--- src/rtl/kinematic_ramp_controller.sv ---
// Body-velocity (vx, vy, wz) to four mecanum wheel-speed targets via one shared multiplier.
// Optional slew limiter on the wheel outputs is enabled with KINEMATIC_RAMP_CONTROLLER_RAMP_EN.
module kinematic_ramp_controller #(
  parameter int N_WIDTH   = 17,
  parameter int Q_WIDTH   = 8,
  parameter int K_GEOM    = 64,
  parameter int INV_R     = 1280,
  parameter int RAMP_STEP = 16,
  parameter int RAMP_DIV  = 50000
) (
  input  logic                      KINEMATIC_RAMP_CONTROLLER_CLOCK_50,
  input  logic                      KINEMATIC_RAMP_CONTROLLER_RESET_InHigh,
  input  logic signed [N_WIDTH-1:0] KINEMATIC_RAMP_CONTROLLER_TARGETVX_InBus,
  input  logic signed [N_WIDTH-1:0] KINEMATIC_RAMP_CONTROLLER_TARGETVY_InBus,
  input  logic signed [N_WIDTH-1:0] KINEMATIC_RAMP_CONTROLLER_TARGETWZ_InBus,
  input  logic                      KINEMATIC_RAMP_CONTROLLER_TARGETVALID_In,
  output logic signed [N_WIDTH-1:0] KINEMATIC_RAMP_CONTROLLER_W1_OutBus,
  output logic signed [N_WIDTH-1:0] KINEMATIC_RAMP_CONTROLLER_W2_OutBus,
  output logic signed [N_WIDTH-1:0] KINEMATIC_RAMP_CONTROLLER_W3_OutBus,
  output logic signed [N_WIDTH-1:0] KINEMATIC_RAMP_CONTROLLER_W4_OutBus,
  output logic                      KINEMATIC_RAMP_CONTROLLER_BUSY_Out,
  output logic                      KINEMATIC_RAMP_CONTROLLER_CMDDONE_Out,
  output logic                      KINEMATIC_RAMP_CONTROLLER_ATTARGET_Out
);
  localparam int P_WIDTH = 2 * N_WIDTH;
  localparam int S_WIDTH = N_WIDTH + 2;
  localparam logic signed [P_WIDTH-1:0] MAX_WIDE = P_WIDTH'((64'sd1 <<< (N_WIDTH - 1)) - 64'sd1);
  localparam logic signed [P_WIDTH-1:0] MIN_WIDE = -MAX_WIDE - 1;
  localparam logic signed [N_WIDTH-1:0] K_GEOM_S = N_WIDTH'(K_GEOM);
  localparam logic signed [N_WIDTH-1:0] INV_R_S  = N_WIDTH'(INV_R);

  typedef enum logic [1:0] {IDLE, MULK, SUM, SCALE} state_t;

  logic clk, rst, valid;
  logic signed [N_WIDTH-1:0] inVx, inVy, inWz;
  assign clk   = KINEMATIC_RAMP_CONTROLLER_CLOCK_50;
  assign rst   = KINEMATIC_RAMP_CONTROLLER_RESET_InHigh;
  assign valid = KINEMATIC_RAMP_CONTROLLER_TARGETVALID_In;
  assign inVx  = KINEMATIC_RAMP_CONTROLLER_TARGETVX_InBus;
  assign inVy  = KINEMATIC_RAMP_CONTROLLER_TARGETVY_InBus;
  assign inWz  = KINEMATIC_RAMP_CONTROLLER_TARGETWZ_InBus;

  state_t state;
  logic [1:0] scaleIdx;
  logic busy, cmdDone, pendValid, commit;
  logic signed [N_WIDTH-1:0] cmdVx, cmdVy, cmdWz, pendVx, pendVy, pendWz, kwReg;
  logic signed [N_WIDTH-1:0] sumReg [4];
  logic signed [N_WIDTH-1:0] sumNext [4];
  logic signed [N_WIDTH-1:0] scaleReg [3];
  logic signed [N_WIDTH-1:0] target [4];
  logic signed [N_WIDTH-1:0] targetNext [4];
  logic signed [N_WIDTH-1:0] wheel [4];
  logic signed [N_WIDTH-1:0] wheelNext [4];
  logic signed [N_WIDTH-1:0] mulA, mulB, mulScaled;
  logic signed [P_WIDTH-1:0] mulProd;
  logic signed [S_WIDTH-1:0] sVx, sVy, sKw;

  function automatic logic signed [N_WIDTH-1:0] satWide(input logic signed [P_WIDTH-1:0] v);
    if (v > MAX_WIDE) return N_WIDTH'(MAX_WIDE);
    if (v < MIN_WIDE) return N_WIDTH'(MIN_WIDE);
    return N_WIDTH'(v);
  endfunction

  // Shared multiplier: K_GEOM*wz during MULK, sum*INV_R for one wheel per SCALE cycle.
  always_comb begin
    // NOTE: every always_comb output gets a default first, so no path can infer a latch.
    mulA = cmdWz;
    mulB = K_GEOM_S;
    if (state == SCALE) begin
      mulA = sumReg[scaleIdx];
      mulB = INV_R_S;
    end
    mulProd   = mulA * mulB;
    mulScaled = satWide(mulProd >>> Q_WIDTH);
  end

  always_comb begin
    sVx = S_WIDTH'(cmdVx);
    sVy = S_WIDTH'(cmdVy);
    sKw = S_WIDTH'(kwReg);
    sumNext[0] = satWide(P_WIDTH'(sVx - sVy - sKw));
    sumNext[1] = satWide(P_WIDTH'(sVx + sVy + sKw));
    sumNext[2] = satWide(P_WIDTH'(sVx + sVy - sKw));
    sumNext[3] = satWide(P_WIDTH'(sVx - sVy + sKw));
  end

  // All four targets change on the same edge; the last wheel comes straight off the multiplier.
  assign commit = (state == SCALE) && (scaleIdx == 2'd3);

  always_comb begin
    for (int i = 0; i < 4; i++) targetNext[i] = target[i];
    if (commit) begin
      for (int i = 0; i < 3; i++) targetNext[i] = scaleReg[i];
      targetNext[3] = mulScaled;
    end
  end

  always_ff @(posedge clk) begin
    // NOTE: registered state uses non-blocking assignments only, so every read sees pre-edge values.
    if (rst) begin
      state     <= IDLE;
      scaleIdx  <= 2'd0;
      busy      <= 1'b0;
      cmdDone   <= 1'b0;
      pendValid <= 1'b0;
    end else begin
      cmdDone <= 1'b0;
      if (valid && state != IDLE) pendValid <= 1'b1;
      unique case (state)
        IDLE: if (valid || pendValid) begin
          state     <= MULK;
          busy      <= 1'b1;
          pendValid <= 1'b0;
        end
        MULK: state <= SUM;
        SUM: begin
          state    <= SCALE;
          scaleIdx <= 2'd0;
        end
        SCALE: begin
          scaleIdx <= scaleIdx + 2'd1;
          if (scaleIdx == 2'd3) begin
            state   <= IDLE;
            busy    <= 1'b0;
            cmdDone <= 1'b1;
          end
        end
      endcase
    end
  end

  // NOTE: pipeline scratch registers carry no reset; the FSM's reset makes their contents irrelevant.
  always_ff @(posedge clk) begin
    if (state == IDLE) begin
      if (valid) begin
        cmdVx <= inVx;
        cmdVy <= inVy;
        cmdWz <= inWz;
      end else if (pendValid) begin
        cmdVx <= pendVx;
        cmdVy <= pendVy;
        cmdWz <= pendWz;
      end
    end
    if (valid && state != IDLE) begin
      pendVx <= inVx;
      pendVy <= inVy;
      pendWz <= inWz;
    end
    if (state == MULK) kwReg <= mulScaled;
    if (state == SUM) for (int i = 0; i < 4; i++) sumReg[i] <= sumNext[i];
    if (state == SCALE && scaleIdx != 2'd3) scaleReg[scaleIdx] <= mulScaled;
  end

`ifdef KINEMATIC_RAMP_CONTROLLER_RAMP_EN
  localparam int CNT_W = (RAMP_DIV > 1) ? $clog2(RAMP_DIV) : 1;
  localparam logic signed [N_WIDTH:0] STEP_S = (N_WIDTH + 1)'(RAMP_STEP);

  logic [CNT_W-1:0] tickCnt;
  logic tick, atTarget, atTargetNext;
  logic signed [N_WIDTH:0] rampDiff [4];

  assign tick = (tickCnt == CNT_W'(RAMP_DIV - 1));

  // Ramp compares against the pre-commit targets, so a coincident commit applies from the next tick.
  always_comb begin
    atTargetNext = 1'b1;
    for (int i = 0; i < 4; i++) begin
      wheelNext[i] = wheel[i];
      rampDiff[i]  = (N_WIDTH + 1)'(target[i]) - (N_WIDTH + 1)'(wheel[i]);
      if (tick) begin
        if (rampDiff[i] > STEP_S)       wheelNext[i] = wheel[i] + N_WIDTH'(RAMP_STEP);
        else if (rampDiff[i] < -STEP_S) wheelNext[i] = wheel[i] - N_WIDTH'(RAMP_STEP);
        else                            wheelNext[i] = target[i];
      end
      if (wheelNext[i] != targetNext[i]) atTargetNext = 1'b0;
    end
  end

  always_ff @(posedge clk) begin
    if (rst) begin
      tickCnt  <= '0;
      atTarget <= 1'b1;
    end else begin
      tickCnt  <= tick ? '0 : tickCnt + 1'b1;
      atTarget <= atTargetNext;
    end
  end

  assign KINEMATIC_RAMP_CONTROLLER_ATTARGET_Out = atTarget;
`else
  always_comb begin
    for (int i = 0; i < 4; i++) wheelNext[i] = commit ? targetNext[i] : wheel[i];
  end

  assign KINEMATIC_RAMP_CONTROLLER_ATTARGET_Out = 1'b1;
`endif

  always_ff @(posedge clk) begin
    if (rst) begin
      for (int i = 0; i < 4; i++) begin
        target[i] <= '0;
        wheel[i]  <= '0;
      end
    end else begin
      for (int i = 0; i < 4; i++) begin
        target[i] <= targetNext[i];
        wheel[i]  <= wheelNext[i];
      end
    end
  end

  assign KINEMATIC_RAMP_CONTROLLER_W1_OutBus   = wheel[0];
  assign KINEMATIC_RAMP_CONTROLLER_W2_OutBus   = wheel[1];
  assign KINEMATIC_RAMP_CONTROLLER_W3_OutBus   = wheel[2];
  assign KINEMATIC_RAMP_CONTROLLER_W4_OutBus   = wheel[3];
  assign KINEMATIC_RAMP_CONTROLLER_BUSY_Out    = busy;
  assign KINEMATIC_RAMP_CONTROLLER_CMDDONE_Out = cmdDone;
endmodule

--- config.mk ---
export PLATFORM = sky130hd
export DESIGN_NAME = kinematic_ramp_controller
export DESIGN_NICKNAME = d
export VERILOG_FILES = /design/src/rtl/kinematic_ramp_controller.sv
export SDC_FILE = /design/constraint.sdc
export NUM_CORES = 1
export LEC_CHECK = 0
export ABC_AREA = 1
export ABC_CLOCK_PERIOD_IN_PS = 14200
export CORE_MARGIN = 2
export CORE_UTILIZATION = 50
export CTS_CLUSTER_DIAMETER = 30
export DETAILED_ROUTE_END_ITERATION = 8
export PLACE_DENSITY = 0.69
export SETUP_SLACK_MARGIN = 0.5
export SLEW_MARGIN = 30
export SYNTH_ARGS = -nofsm -noshare
export SYNTH_HDL_FRONTEND = slang
export SYNTH_SLANG_ARGS = --single-unit
--- constraint.sdc ---
create_clock -name KINEMATIC_RAMP_CONTROLLER_CLOCK_50 -period 14.2 [get_ports KINEMATIC_RAMP_CONTROLLER_CLOCK_50]
set_clock_uncertainty 0.15 [all_clocks]
set_input_delay 1.42 -clock KINEMATIC_RAMP_CONTROLLER_CLOCK_50 [delete_from_list [all_inputs] [get_ports KINEMATIC_RAMP_CONTROLLER_CLOCK_50]]
set_output_delay 1.42 -clock KINEMATIC_RAMP_CONTROLLER_CLOCK_50 [all_outputs]
set_load 0.01 [all_outputs]
==> flow_metrics.env <==
export IMPL_worstMarginPinSlew_ns=0.975
export IMPL_slew_headroom=0.350
export IMPL_cts_sinks=311
export IMPL_clk_pin_slew_ns=0.06
export IMPL_cpMaxStageDelayCell="inv_1"
export IMPL_numCtsBuffers=54
export IMPL_start_util=0.509
export IMPL_synth_avg_cell_area_um2=8.41
export IMPL_grt_pass1_vias=15400
export IMPL_yosys_top_cells_count="nand2_1, inv_1, edfxtp_1"
export IMPL_numPortBuffers=121
export IMPL_wl_mm=51.7
export IMPL_synth_top_area_frac=0.355
export IMPL_synth_edf_count=234
export IMPL_dr_pass1_iters=5
export IMPL_grt_total_usage=0.252
export IMPL_setup_tns_final_ns=0
export IMPL_wl_met2_mm=23.5
export IMPL_synth_warnings=0
export IMPL_drt_antenna_violating_nets=0
export IMPL_final_core_util=0.596
export IMPL_maxCapViolCount=0
export IMPL_synth_most_common_cell="nand2_1"
export IMPL_dr_wl_met3_mm=2.84
export IMPL_wl_per_cell_um=17.0
export IMPL_setup_violations=0
export IMPL_hold_class="reg -> reg"
export IMPL_met1_length_mm=23.2
export IMPL_yosysTopAreaCell="edfxtp_1"
export IMPL_synth_area_um2=19800
export IMPL_cpPeakStageDelay_ns=0.73
export IMPL_synth_ff_type="edfxtp_1"
export IMPL_clock_path_buffers=3
export IMPL_coreArea_um2=38800
export IMPL_grt_pass1_wl_mm=80.7
export IMPL_gp_congestion=0.956
export IMPL_report_final_slew_viol_count=0
export IMPL_via_per_inst=5.22
export IMPL_ctsResizeCount=0
export IMPL_cts_setup_buffers=0
export IMPL_timing_final_crit_share=0.474
export IMPL_drive_above_1_share=0.0589
export IMPL_ctsRootBufferMaster="clkbuf_16"
export IMPL_ys_ff_latch=311
export IMPL_cp_end_kind="flip-flop"
export IMPL_max_clock_freq_mhz=149
export IMPL_drtIter0Drc=1251
export IMPL_arrival_ns=6.85
export IMPL_r2r_slack_ns=7.47
export IMPL_tritoncts="built"
export IMPL_die_w_um=203
export IMPL_nets=2726
export IMPL_rows=72
export IMPL_fin_cells=3030
export IMPL_htreeDepth=2
export IMPL_crit_buf_inv=6
export IMPL_seq_area_frac_synth=0.433
export IMPL_ctsHoldBuffers=0
export IMPL_drcViolationCount=0
export IMPL_path_class="reg -> reg"
export IMPL_hpwl_mm=39.9
export IMPL_hold_violations=0
export IMPL_dp_cells=2927
export IMPL_cp_start_kind="flip-flop"
export IMPL_cp_cell_sequence="buf_4 -> inv_1 -> o21ai_0 -> a21oi_1 -> ha_1 -> ha_1 -> inv_1 -> fa_1 -> inv_1 -> ha_1 -> ha_1 -> ha_1 -> nand2_1 -> nand2_1 -> a21oi_1 -> nor2_1 -> nor2_1 -> nand3_1 -> nand2_1 -> inv_2 -> nand2_4 -> inv_1 -> o21ai_0"
export IMPL_crit_top_cell="ha_1"
export IMPL_yosys_top_cells_area="edfxtp_1, nand2_1, ha_1"
export IMPL_cp_required_ns=14.32
export IMPL_n_fill_cell=3426
export IMPL_crit_path_max_fanout=35
export IMPL_grt_max_degree=76
export IMPL_final_cell_area_um2=23200
export IMPL_num_vias=15800
export IMPL_dieArea_um2=41200
export IMPL_min_period_ns=6.73
export IMPL_dpl_instance_area_um2=21300
export IMPL_syn_inst=2353
export IMPL_clk_latency_ns=0.64
export IMPL_rsz0062_at_grt="false"
export IMPL_async_flop_share=0
export IMPL_die_h_um=203
export IMPL_area_growth_syn_to_layout_pct=17.1
export IMPL_antenna_found_initial=2
export IMPL_synth_cell_types=55
export IMPL_maxUsedRoutingLayer="met4"
export IMPL_outcome="finished, final reports clean"
export IMPL_crit_family="adder cells"
export IMPL_gr_total_overflow=0
export IMPL_io_pins=125
routing by layer:
layer	track usage	up-vias
met2	0.405	453
met4	0.112	0
li1	-	7908
met1	0.343	7354
met5	0	-
met3	0.0329	94
area by class of cell:
type	instances	area (um2)	share of cell area
tap	518	648	0.0280
sequential	311	8570	0.370
antenna	1	2.50	0.000108
inverter	297	1120	0.0486
timing repair buffer	135	1310	0.0564
clock inverter	37	360	0.0156
clock buffer	65	1470	0.0633
multi-input combinational	1666	9680	0.418
worst paths after layout:
| check | cells after the start | to | start |
|---|---|---|---|
| setup / recovery | 23 | kwReg[4] | flip-flop |
| hold / removal | 2 | wheel[0][10] | wheel[0][10] |
| setup reg to reg | 23 | kwReg[4] | flip-flop |
| hold reg to reg | 2 | wheel[0][10] | wheel[0][10] |
state kept, by name, summed over array words and instances, names as in the netlist, named ones only:
signal and flops:
KINEMATIC_RAMP_CONTROLLER_BUSY_Out 1, KINEMATIC_RAMP_CONTROLLER_CMDDONE_Out 1, cmdVx 17, cmdVy 17
cmdWz 15, kwReg 17, pendValid 1, pendVx 17
pendVy 17, pendWz 15, scaleIdx 2, scaleReg 51
state 2, sumReg 68, wheel 68
worst register-to-register path: cells and delay by family, from the launching register on:
family / cells / cell delay, ns
AO/OA/AOI/OAI: 4 / 1.72
adder cells (fa/ha/maj): 6 / 2.08
buffers and inverters: 6 / 1.34
flip-flops: 1 / 0.30
AND/OR/NAND/NOR: 7 / 0.77
cell families after synthesis:
kind of cell,after synthesis,share of synthesized area
other,2,0.000380
AO/OA/AOI/OAI,348,0.0992
XOR/XNOR,94,0.0428
buffers and inverters,388,0.0809
flip-flops,311,0.433
AND/OR/NAND/NOR,1003,0.204
adder cells (fa/ha/maj),207,0.139
layout by cell type (no fill, tap or decap), types with 15 or more instances in the layout:
master           instances
a21o_1                  23
a21oi_1                185
clkbuf_16               57
clkdlybuf4s50_1        119
dfxtp_1                 77
edfxtp_1               234
fa_1                    22
ha_1                   184
inv_1                  281
nand2_1                680
nand3_1                 82
nand4_1                 15
nor2_1                 173
nor3_1                  25
o21ai_0                 78
o21bai_1                18
xor2_1                  82
metrics by stage:
step                hold WS, ns  setup slack [ns]
global placement          0.304              7.60
floorplan                 0.325              9.07
finish                    0.313              7.47
global route              0.328              7.02
CTS                       0.314              7.48
detailed placement        0.306              7.43
Power is left out: the tool's default activity adds up to more than one toggle a clock period on the data nets, which glitch-free logic cannot reach.
==> RTL edit 1, RTL diff (same settings) <==
Put a register stage on the outputs `KINEMATIC_RAMP_CONTROLLER_W1_OutBus`, `KINEMATIC_RAMP_CONTROLLER_W2_OutBus`, `KINEMATIC_RAMP_CONTROLLER_W3_OutBus` and `KINEMATIC_RAMP_CONTROLLER_W4_OutBus`, cleared by the reset. The values now appear one clock later. The other outputs are not delayed to match.
--- a/src/rtl/kinematic_ramp_controller.sv
+++ b/src/rtl/kinematic_ramp_controller.sv
@@ -210,10 +210,19 @@
     end
   end
 
-  assign KINEMATIC_RAMP_CONTROLLER_W1_OutBus   = wheel[0];
-  assign KINEMATIC_RAMP_CONTROLLER_W2_OutBus   = wheel[1];
-  assign KINEMATIC_RAMP_CONTROLLER_W3_OutBus   = wheel[2];
-  assign KINEMATIC_RAMP_CONTROLLER_W4_OutBus   = wheel[3];
+  always_ff @(posedge clk) begin
+    if (rst) begin
+      KINEMATIC_RAMP_CONTROLLER_W1_OutBus <= '0;
+      KINEMATIC_RAMP_CONTROLLER_W2_OutBus <= '0;
+      KINEMATIC_RAMP_CONTROLLER_W3_OutBus <= '0;
+      KINEMATIC_RAMP_CONTROLLER_W4_OutBus <= '0;
+    end else begin
+      KINEMATIC_RAMP_CONTROLLER_W1_OutBus <= wheel[0];
+      KINEMATIC_RAMP_CONTROLLER_W2_OutBus <= wheel[1];
+      KINEMATIC_RAMP_CONTROLLER_W3_OutBus <= wheel[2];
+      KINEMATIC_RAMP_CONTROLLER_W4_OutBus <= wheel[3];
+    end
+  end
   assign KINEMATIC_RAMP_CONTROLLER_BUSY_Out    = busy;
   assign KINEMATIC_RAMP_CONTROLLER_CMDDONE_Out = cmdDone;
 endmodule
Formal check against the unedited RTL: no difference found for any inputs over 4 cycles, from zero or initial values and one cycle with KINEMATIC_RAMP_CONTROLLER_RESET_InHigh high; that may be too few to reach the edited logic, so the function may still have changed.
==> RTL edit 1 against the unedited design <==
- sequential share of layout area grew 2.4 points
- routed wire length grew 3.9%
- global-route usage down 0.79 points
- final area up 8.8%
- synthesized area is 7.8% higher
- worst setup slack gained 0.20 ns
- sequential cell count is 68 higher
- first-iteration DRC count is 13% lower
- critical endpoint is now scaleReg[1][13]
- highest routed layer unchanged
Power is not shown: default switching activity piles up to over one toggle a cycle in this logic, so the estimate is an artifact.
==> RTL edit 1: results (changes against the unedited design) <==
- Status: finished, final reports clean
- Synth cell count leaders: nand2_1 (721), inv_1 (346), edfxtp_1 (234), nor2_1 (226), ha_1 (185)
- Crit path max-delay cell type: a221oi_1
- H-tree depth: 3 (+1)
- Worst-Margin Slew: 0.864 ns (-0.111 ns)
- Reg2reg setup slack: 7.67 ns (+0.20 ns)
- Via count: 16316 (+3.2%)
- WL met1: 23700 um (+2.1%)
- Post-synth cell types: 51 (-7.3%)
- Resize count post-CTS: 0 (unchanged)
- Worst R2R End: scaleReg[1][13]
- Fill cells: 3668 (+7.1%)
- Routed wl met2: 26100 um (+11%)
- Wire length on met3: 2620 um (-8.0%)
- Routability cong.: 0.933 (-2.4%)
- CP arrival: 6.59 ns (-0.26 ns)
- DRT Pass-1 Iters: 8 (+3)
- Port Buffers: 121 (unchanged)
- NumNets Final: 2895 (+6.2%)
- R2R cell count: 22 (-4.3%)
- Sequential share of the synthesized area: 46.6% (+3.3 points)
- Ys async rst share: 0% (unchanged)
- Hold path startpoint: wheel[0][13]
- Crit-path max FO: 35 (unchanged)
- Layout cell share with drive strength beyond 1: 6.06% (+0.17 points)
- DP HPWL: 41100 um (+2.9%)
- Slowest stage delay, CP: 0.70 ns (-0.03 ns)
- Num CTS Buffers: 71 (+31%)
- Detailed Route Iter0 Violations: 1084 (-13%)
- Synth top area share: 33.0% (-2.6 points)
- Routed wire length: 53700 um (+3.9%)
- Hold path endpoint: KINEMATIC_RAMP_CONTROLLER_W1_OutBus[13]
- Total global routing track utilization: 24.4% (-0.79 points)
- Clock Latency Late Sink: 0.58 ns (-0.06 ns)
- Global-route wire length before repair: 83600 um (+3.5%)
- Hold Path Cell Cnt: 2 (unchanged)
- Largest cells by area after synthesis: edfxtp_1 (33%), dfxtp_1 (14%), nand2_1 (13%)
- CTS root buffer: clkbuf_16
==> RTL edit 1: metrics by stage <==
step	area (um2)	hold slack [ns]	std cells	setup WS, ns	utilization, %
after global routing	25200	0.277	3227	7.24	59.9
after global placement	22900	0.257	3100	7.79	54.4
after CTS	25200	0.265	3227	7.67	59.9
final	25200	0.264	3228	7.67	59.9
after floorplan	21400	0.250	2523	9.17	-
after detailed placement	22900	0.257	3100	7.68	54.4
==> RTL edit 1: kinds of logic after synthesis <==
kind of cell	share of synthesized area [%]
fa+ha+maj	12.9
xor+xnor	3.89
buf+inv	8.56
flops	46.6
compound gates	7.60
other cells	0.0352
simple gates	20.4
==> RTL edit 1: layout make-up <==
class / instances / area share [%]
diodes: 1 / 0.00993
clock inverters: 50 / 1.96
clock buffers: 77 / 7.18
multi-input cells: 1693 / 38.3
inverters: 357 / 5.32
repair buffers: 132 / 5.10
flip-flops and latches: 379 / 39.4
well taps: 539 / 2.68
==> RTL edit 1: per-layer routing <==
layer / vias to the layer above / GRT usage [%]
li1: 8280 / -
met1: 7537 / 31.4
met2: 410 / 42.5
met3: 89 / 3.95
met4: 0 / 7.29
met5: - / 0
==> RTL edit 1: critical path, delay by kind of cell, from the launching register on <==
kind,cells,cell delay (ns)
AO/OA/AOI/OAI,3,1.13
adder cells (fa/ha/maj),6,2.11
buffers and inverters,5,1.10
flip-flops,1,0.29
AND/OR/NAND/NOR,8,1.33
==> RTL edit 1: how the worst max path moves through the flow <==
stage / startpoint / endpoint / depth (start not counted)
after floorplan: state[0] / kwReg[10] / 27
after global placement: register / scaleReg[1][15] / 22
after detailed placement: register / scaleReg[1][15] / 22
after CTS: register / kwReg[15] / 22
after global routing: register / wheel[3][5] / 24
final: register / scaleReg[1][13] / 22
==> RTL edit 2, RTL diff (same settings) <==
Made on the original files. `N_WIDTH`: 17 -> 13.
--- a/src/rtl/kinematic_ramp_controller.sv
+++ b/src/rtl/kinematic_ramp_controller.sv
@@ -1,7 +1,7 @@
 // Body-velocity (vx, vy, wz) to four mecanum wheel-speed targets via one shared multiplier.
 // Optional slew limiter on the wheel outputs is enabled with KINEMATIC_RAMP_CONTROLLER_RAMP_EN.
 module kinematic_ramp_controller #(
-  parameter int N_WIDTH   = 17,
+  parameter int N_WIDTH   = 13,
   parameter int Q_WIDTH   = 8,
   parameter int K_GEOM    = 64,
   parameter int INV_R     = 1280,
Interface: changed (7 resized); port bits go from 125 to 97. The function was not compared with the original's and may differ.
==> RTL edit 2 against the unedited design <==
- non-clock buffer count down 35
- sequential cell count down 72
- largest cell class unchanged
- synthesized area down 25%
- synthesized cell count down 29%
- final area down 24%
- worst setup slack better by 0.70 ns
- global-route usage down 2.2 points
- critical path type unchanged
- highest routed layer unchanged
- routed wire length down 31%
- fmax up 12%
Power is left out: the tool's default activity adds up to more than one toggle a clock period on the data nets, which glitch-free logic cannot reach.
==> RTL edit 2: results (changes against the unedited design) <==
- NumNets Final: 1971 (-28%)
- Initial antenna violation count: 0 (-2)
- Worst-Margin Slew: 0.802 ns (-0.173 ns)
- Clk slew on worst S/H paths: 0.05 ns
- Sequential share of the synthesized area: 44.4% (+1.1 points)
- Slowest stage delay, CP: 0.63 ns (-0.10 ns)
- DR WL/cell: 16.3 um (-4.3%)
- Vias in the first global route: 11151 (-28%)
- Post-synth EDFFs: 178 (-24%)
- Crit-path max FO: 23 (-34%)
- Via density: 5.15 (-1.3%)
- Clock Latency Late Sink: 0.56 ns (-0.08 ns)
- Port Buffers: 93 (-23%)
- Global-route wire length before repair: 56700 um (-30%)
- CP arrival: 6.29 ns (-0.56 ns)
- Num CTS Buffers: 45 (-17%)
- Synth cell count leaders: nand2_1 (442), inv_1 (200), edfxtp_1 (178), a21oi_1 (144), ha_1 (143)
- Layout cell share with drive strength beyond 1: 8.77% (+2.9 points)
- Post-CTS setup buffers: 0 (unchanged)
- Warning count from the yosys run: 0 (unchanged)
- DRT Pass-1 Iters: 7 (+2)
- CTS root buffer: clkbuf_16
- Ys async rst share: 0% (unchanged)
- Ant. Diodes: 0 (-1)
- Routability cong.: 0.953 (-0.29%)
- Top flop regs: sumReg x52, wheel x52, scaleReg x39
- Largest net degree at the start of global routing: 59 (-22%)
- DP HPWL: 26800 um (-33%)
- Status: finished, final reports clean
- Detailed Route Iter0 Violations: 743 (-41%)
- Post-synth cell types: 52 (-5.5%)
- Largest cells by area after synthesis: edfxtp_1 (36%), ha_1 (12%), nand2_1 (11%)
- Total global routing track utilization: 23.1% (-2.2 points)
RTL edit 2: cell count changes in the layout (fill, tap and decap cells not counted), moves of 17 or more:
cell             unedited run  this run
a21oi_1                   185       144
nand3_1                    82        33
edfxtp_1                  234       178
xor2_1                     82        65
nand2_1                   680       442
inv_1                     281       200
nor2_1                    173        98
ha_1                      184       142
nand2_2                     6        36
o21ai_0                    78        54
clkdlybuf4s50_1           119        92
RTL edit 2: logic make-up after synthesis:
family                     count (synthesis)  synth area share, %
and+or+nand+nor                          668                 18.9
buffers and inverters                    277                 7.63
AOI/OAI and AO/OA                        256                 9.82
DFF                                      239                 44.4
adders and majority gates                161                 14.5
xor gates and xnor gates                  76                 4.68
other                                      2               0.0507
RTL edit 2: layer usage:
metal,up-vias,GRT usage [%],wire length [um]
li1,5663,-,-
met1,5238,31.6,16400
met2,290,38.3,16800
met3,64,3.29,1750
met4,0,6.40,775
met5,-,0,0
RTL edit 2: worst paths after layout:
path,startpoint,depth (start not counted),end,slack [ns]
max,state[1],25,wheel[3][1],8.17
min,wheel[2][12],2,wheel[2][12],0.31
max reg2reg,state[1],25,wheel[3][1],8.17
min reg2reg,wheel[2][12],2,wheel[2][12],0.31
RTL edit 2: final cells by class:
class | count | area (um2)
fill | 2448 | 11300
multi-input combinational | 1173 | 7170
sequential | 239 | 6570
clock buffer | 53 | 1190
timing repair buffer | 100 | 1020
inverter | 209 | 788
tap | 384 | 480
clock inverter | 27 | 395
RTL edit 2: per-stage QoR:
stage	worst slack (ns)	area (um2)	instances	util, %	hold WS [ns]
finish	8.17	17600	2185	60.8	0.314
global route	7.71	17600	2185	60.8	0.328
CTS	8.18	17600	2185	60.8	0.316
detailed placement	8.23	16000	2105	55.4	0.306
global placement	8.32	16000	2103	55.1	0.305
floorplan	9.35	14800	1689	-	0.325
